[config.mk]
export PLATFORM = sky130hd
export DESIGN_NAME = imem_loader
export DESIGN_NICKNAME = d
export VERILOG_FILES = /design/src/rtl/imem_loader.sv
export SDC_FILE = /design/constraint.sdc
export NUM_CORES = 1
export LEC_CHECK = 0
export ABC_AREA = 1
export CORE_AREA = 2 2 89 91
export CTS_CLUSTER_SIZE = 20
export DETAILED_ROUTE_END_ITERATION = 8
export DIE_AREA = 0 0 91 93
export GPL_ROUTABILITY_DRIVEN = 0
export MAX_ROUTING_LAYER = met4
export PLACE_DENSITY_LB_ADDON = 0.25
export SETUP_SLACK_MARGIN = 0.4
export SLEW_MARGIN = 10
export SYNTH_ARGS = -nofsm -noshare
export SYNTH_HDL_FRONTEND = slang
export SYNTH_SLANG_ARGS = --single-unit
[constraint.sdc]
create_clock -name clk -period 3.1 [get_ports clk]
set_input_delay 0.62 -clock clk [delete_from_list [all_inputs] [get_ports clk]]
set_output_delay 0.62 -clock clk [all_outputs]
set_load 0.05 [all_outputs]
[src/rtl/imem_loader.sv]
// imem_loader: byte-stream program loader for the instruction memory.
//
// Takes program bytes from a valid/ready byte stream, assembles them
// little-endian into 32-bit instruction words and writes each word to the
// instruction memory, starting at word 0. The core is held in stall while a
// load is in progress. Any word whose low two bits are not 2'b11 (not a 32-bit
// RV encoding) raises a sticky error flag; such words are still written.
//
// Parameters:
//   ADDR_W      imem word-address width; capacity is 2**ADDR_W words
//
// Ports:
//   clk         system clock, all logic on the rising edge
//   rst         synchronous active-high reset
//   start       1-cycle pulse, begins a load (only honoured when idle)
//   num_words   number of words to load, sampled on an accepted start
//   byte_valid  byte_data carries a valid byte
//   byte_data   next program byte, least-significant byte of a word first
//   byte_ready  loader accepts a byte this cycle
//   imem_we     imem write strobe, one cycle per word
//   imem_addr   imem word address
//   imem_wdata  assembled instruction word
//   cpu_hold    core stall request while loading
//   done        1-cycle pulse when the load has finished
//   err         sticky flag: a loaded word had opcode[1:0] != 2'b11
module imem_loader #(
  parameter int unsigned ADDR_W = 8
) (
  input  logic              clk,
  input  logic              rst,
  input  logic              start,
  input  logic [ADDR_W:0]   num_words,
  input  logic              byte_valid,
  input  logic [7:0]        byte_data,
  output logic              byte_ready,
  output logic              imem_we,
  output logic [ADDR_W-1:0] imem_addr,
  output logic [31:0]       imem_wdata,
  output logic              cpu_hold,
  output logic              done,
  output logic              err
);

  typedef enum logic [1:0] {
    StIdle,
    StLoad,
    StWrite,
    StDone
  } state_e;

  // Memory capacity in words; num_words is one bit wider so it can exceed it.
  localparam logic [ADDR_W:0] MaxWords = {1'b1, {ADDR_W{1'b0}}};
  localparam logic [ADDR_W:0] OneWord  = {{ADDR_W{1'b0}}, 1'b1};

  state_e          state_q;
  logic [ADDR_W:0] n_words_q;  // clamped word count for the current load
  logic [1:0]      lane_q;     // byte lane of the next accepted byte
  logic [23:0]     asm_q;      // lanes 0..2 of the word being assembled

  logic [ADDR_W:0] n_clamped;
  logic            last_word;

  // Clamping the count guarantees the address never wraps past the top word.
  assign n_clamped = (num_words > MaxWords) ? MaxWords : num_words;

  // Only evaluated in StWrite, where n_words_q is at least 1.
  assign last_word = ({1'b0, imem_addr} == (n_words_q - OneWord));

  always_ff @(posedge clk) begin
    if (rst) begin
      state_q    <= StIdle;
      n_words_q  <= '0;
      lane_q     <= '0;
      asm_q      <= '0;
      byte_ready <= 1'b0;
      imem_we    <= 1'b0;
      imem_addr  <= '0;
      imem_wdata <= '0;
      cpu_hold   <= 1'b0;
      done       <= 1'b0;
      err        <= 1'b0;
    end else begin
      // Strobes default low; set only on the transition into their state.
      imem_we <= 1'b0;
      done    <= 1'b0;

      unique case (state_q)
        StIdle: begin
          if (start) begin
            n_words_q <= n_clamped;
            lane_q    <= '0;
            imem_addr <= '0;
            err       <= 1'b0;
            cpu_hold  <= 1'b1;
            if (n_clamped == '0) begin
              state_q <= StDone;
              done    <= 1'b1;
            end else begin
              state_q    <= StLoad;
              byte_ready <= 1'b1;
            end
          end
        end

        StLoad: begin
          // byte_ready is high throughout this state, so valid alone transfers.
          if (byte_valid) begin
            lane_q <= lane_q + 2'd1;
            case (lane_q)
              2'd0: asm_q[7:0]   <= byte_data;
              2'd1: asm_q[15:8]  <= byte_data;
              2'd2: asm_q[23:16] <= byte_data;
              default: begin
                // Fourth byte completes the word; present it with the strobe.
                imem_wdata <= {byte_data, asm_q};
                imem_we    <= 1'b1;
                byte_ready <= 1'b0;
                state_q    <= StWrite;
              end
            endcase
          end
        end

        StWrite: begin
          if (imem_wdata[1:0] != 2'b11) begin
            err <= 1'b1;
          end
          if (last_word) begin
            state_q <= StDone;
            done    <= 1'b1;
          end else begin
            imem_addr  <= imem_addr + 1'b1;
            byte_ready <= 1'b1;
            state_q    <= StLoad;
          end
        end

        StDone: begin
          cpu_hold <= 1'b0;
          state_q  <= StIdle;
        end

        default: begin
          state_q    <= StIdle;
          byte_ready <= 1'b0;
          cpu_hold   <= 1'b0;
        end
      endcase
    end
  end

endmodule

# Yosys cells after proc, flatten, opt, wreduce, memory -nomap -nowiden
# Cells that the tools add are included.
# Widths: inputs -> output; s select.
totals:
  reg_bits: 82
  latch_bits: 0
  mem_bits_rw: 0
  romBits: 0
  input_bits: 21
  out_inout_bits: 45
  elab_cells: 82
  mem_count: 0
classes:
  add_sub_neg: 3
  multipliers: 0
  div: 0
  order_cmp: 1
  n_eq_ne: 13
  shifts: 0
  muxes: 29
  n_bitwise: 3
  n_reduce_logical: 20
ops:
  columns: ["cell", "count"]
  rows:
  - ["$reduce_and 3->1", 8]
  - ["$mux 8", 2]
  - ["$pmux 8 s2", 1]
  - ["$mux 2", 7]
  - ["$ne 2x2->1 const B", 7]
  - ["$mux 1", 12]
  - ["$eq 8x9->1", 1]
  - ["$gt 9x9->1 const B", 1]
  - ["$logic_not 9->1", 1]
  - ["$mux 9", 1]
  - ["$sub 9x1->9 const B", 1]
  - ["$add 8x1->8 const B", 1]
  - ["$pmux 2 s4", 1]
  - ["$eq 2x2->1 const B", 3]
  - ["$pmux 1 s2", 3]
  - ["$reduce_and 6->1", 1]
  - ["$reduce_bool 2->1", 3]
  - ["$reduce_or 3->1", 2]
  - ["$eq 2x1->1 const B", 2]
  - ["$logic_not 2->1", 2]
  - ["$pmux 2 s2", 1]
  - ["$reduce_and 2->1", 2]
  - ["$not 1->1", 3]
  - ["$pmux 1 s3", 1]
  - ["2 further kinds", 2]

# Depth between registers and ports, before layout
logic_depth:
  depth_word: 6
  mapped_depth: 14

# Least setup slack after synthesis
# Ideal clock, no wire load.
synth_path:
  path_type: "register -> register"
  from: "register imem_addr[3]"
  to: "register byte_ready"
  setup_time_ps: 117
  arrival_ps: 1657
  required_ps: 2983
  path_slack_ps: 1326
  stages_incl_launch_ff: 11
  n_path_buf: 2
  period_less_slack_ps: 1774
  path_cell_list: "dfxtp_1 buf_2 xor2_1 nand2_1 nand2_1 nand2_1 nor2_1 nand3_2 buf_6 a21oi_1 nor2_1"
synth_between:
  elab_chain_len: 3
synth_lines:
  columns: ["item", "line", "source"]
  rows:
  - ["from (decl)", "37", "output logic [ADDR_W-1:0] imem_addr,"]
  - ["from (signal assigned)", "132", "imem_addr <= imem_addr + 1'b1;"]
  - ["$eq 8x9->1", "67", "assign last_word = ({1'b0, imem_addr} == (n_words_q - OneWord));"]
  - ["$ne 2x2->1 (no line)", null, null]
  - ["$reduce_and 6->1 (no line)", null, null]
  - ["to (signal assigned)", "75", "byte_ready <= 1'b0;"]
  - ["to (signal assigned)", "100", "byte_ready <= 1'b1;"]
  - ["to (signal assigned)", "117", "byte_ready <= 1'b0;"]
  - ["to (decl)", "35", "output logic byte_ready,"]
# Every way passes these cells.
# A chain may end at the register's enable or synchronous reset.

# Final worst setup path
layout_path:
  from: "register imem_addr[6]"
  to: "output imem_addr[6]"
# No word-level cell between the ends.

==> flow_metrics.tcl <==
set metrics [dict create \
    status "complete, no violations" \
    path_max_fanout 6 \
    grt_max_degree 58 \
    nNetsFinal 595 \
    async_flop_share_pct 0 \
    worst_pin_slew_ns 0.899 \
    max_stage_delay_ns 0.87 \
    drtIter0Drc 154 \
    clock_path_buffers 2 \
    grt_pass1_vias 3231 \
    antenna_found_initial 0 \
    core_um2 7530 \
    clkTransAtPathRegs_ns 0.09 \
    drv_cap 0 \
    ys.flop_type "dfxtp_1" \
    hold_path_class "reg2reg" \
    cp_top_family "buffers and inverters" \
    clkSinkCount 82 \
    tritoncts "yes" \
    min_period_over_period_pct 75.5 \
    max_freq_mhz 427 \
    grt_usage_pct 22.0 \
    routed_via_density 5.26 \
    ys_types 28 \
    drt-total-wl_um 8840 \
    p_leak_uw 0.00167 \
    critPathKind "reg2out" \
    die_w_um 91 \
    yosysTopAreaCell "dfxtp_1" \
    setup_violations 0 \
    timing.critical_path.cells "clkdlybuf4s50_1" \
    ant_nets 0 \
    ys_ff_latch 82 \
    rsz0062_at_grt "false" \
    max-slew-margin-rel_pct 40.1 \
    syn_nets 544 \
    hold_viol 0 \
    synth.avg_cell_area_um2 7.17 \
    ios 66 \
    post-cts-setup-buffer-count 0 \
    die_y_um 93 \
    post-place-ws_ns 0.700 \
    yosys-top-cells-area "dfxtp_1 45%, nand2_1 14%, a21oi_1 11%" \
    cts_hold_buffers 0 \
    crit_arrival_ns 1.72 \
    cts_root_buffer "clkbuf_8" \
    p_per_area_nw_per_um2 605 \
    netlist_area_um2 3680 \
    slowest_stage "clkdlybuf4s50_1" \
    grt_pass1_wl_um 14600 \
    irDropWorstVdd_mv 0.372 \
    fp-row-count 32 \
    final_util_pct 60.5 \
    crit_buf_inv 1 \
    ys_seq_area_share_pct 44.6 \
    diodes 0 \
    vias 3531 \
    synth_edf_count 0 \
    slew_viol_final 0 \
    overflow 0 \
    detailed_place_hpwl_um 6230 \
    clock_skew_ns 0.00562 \
    cts_resized 0 \
    synthCells 513 \
    wl_per_cell_um 13.2 \
    drc 0 \
    post-route-worst-setup-slack_ns 0.760 \
    die_area_um2 8460 \
    yosys-top-cells-count "134 x nand2_1, 82 x dfxtp_1, 79 x a21oi_1, 67 x nand3_1, 36 x inv_1" \
    clk_latency_ns 0.35 \
    dr.pass1.iters 5 \
    ys_warn_count 0 \
    end_kind "primary output" \
    cts-buffers-inserted 9 \
    synth_most_common_cell "nand2_1" \
    worstPathRequired_ns 2.48 \
    period_needed_ns 2.34 \
    drive_above_1_share_pct 5.62 \
    port_buffers 65 \
    total_power_uw 2750 \
    start_util_pct 48.9 \
    fin_tns_setup_ns 0 \
    cts_htree_levels 3 \
    area_delta_synth_final_pct 23.7 \
    yosys.area.top_type_share_pct 44.6 \
    startpoint_type "flop" \
]
==> layer usage <==
metal  wire length, µm  vias up  global-route usage (%)
met4               238        0                    10.7
met1              3900     1640                    26.5
met2              4270      108                    36.5
met3               440       15                    2.98
met5                 0        -                       -
li1                  -     1768                       -
==> cells in the final DEF (no fill, tap or decap), types with 3 or more instances in the layout <==
cell	count
nand2_1	134
dfxtp_1	82
a21oi_1	79
nand3_1	67
clkdlybuf4s50_1	64
inv_1	36
nor2_1	35
ha_1	10
o21ai_0	9
clkbuf_8	9
xnor2_1	5
xor2_1	5
nor2_2	4
buf_4	4
nor3_1	3
==> layout make-up <==
type                            count  area, µm²
Tap cell                          102        128
Fill cell                         746       2980
Timing Repair Buffer               69        676
Clock buffer                       10        128
Sequential cell                    82       1640
Inverter                           38        143
Multi-Input combinational cell    364       1760
Clock inverter                      6       72.6
==> worst paths after layout <==
kind / from / end / slack (ns) / cells past startpoint
max: imem_addr[6]$_SDFFE_PP0P_ / imem_addr[6] / 0.76 / 1
min: imem_wdata[30]$_SDFFE_PP0P_ / imem_wdata[30]$_SDFFE_PP0P_ / 0.46 / 2
max reg2reg: n_words_q[0]$_SDFFE_PP0P_ / imem_addr[7]$_SDFFE_PP0P_ / 1.07 / 10
min reg2reg: imem_wdata[30]$_SDFFE_PP0P_ / imem_wdata[30]$_SDFFE_PP0P_ / 0.46 / 2
==> metrics by stage <==
stage,hold WS [ns],std cells,instance area (µm²)
after floorplan,0.438,513,3680
after global placement,0.450,655,4350
after detailed placement,0.454,655,4350
after CTS,0.470,671,4550
after global routing,0.486,671,4550
final,0.464,671,4550
==> worst register-to-register path: cells and delay by family (launching register included) <==
family	cells	cell delay (ns)
xor gates and xnor gates	1	0.13
AOI/OAI and AO/OA	1	0.14
and+or+nand+nor	6	0.91
adders and majority gates	1	0.33
DFF	1	0.36
buffers and inverters	1	0.09
==> flip-flops by register name (all words and copies together), names as in the netlist, 2 cells and up <==
| signal | cells |
|---|---|
| imem_wdata | 32 |
| asm_q | 24 |
| n_words_q | 9 |
| imem_addr | 8 |
| lane_q | 2 |
| state_q | 2 |
==> logic make-up (layout without fill, tap and decap cells) <==
family | Yosys count | after routing | synth area share, %
simple gates | 252 | 252 | 29.4
compound gates | 92 | 92 | 12.8
flops | 82 | 82 | 44.6
buf+inv | 67 | 123 | 7.45
fa+ha+maj | 10 | 10 | 3.40
xor+xnor | 10 | 10 | 2.38
==> where the power goes <==
group          leakage (µW)  switching (µW)  internal, µW  total [µW]
Sequential         0.000663            72.3          1120        1200
Combinational      0.000908             518           252         769
Clock             0.0000975             404           381         785
Total               0.00167             994          1760        2750
Power figures use the tool's default switching activity.
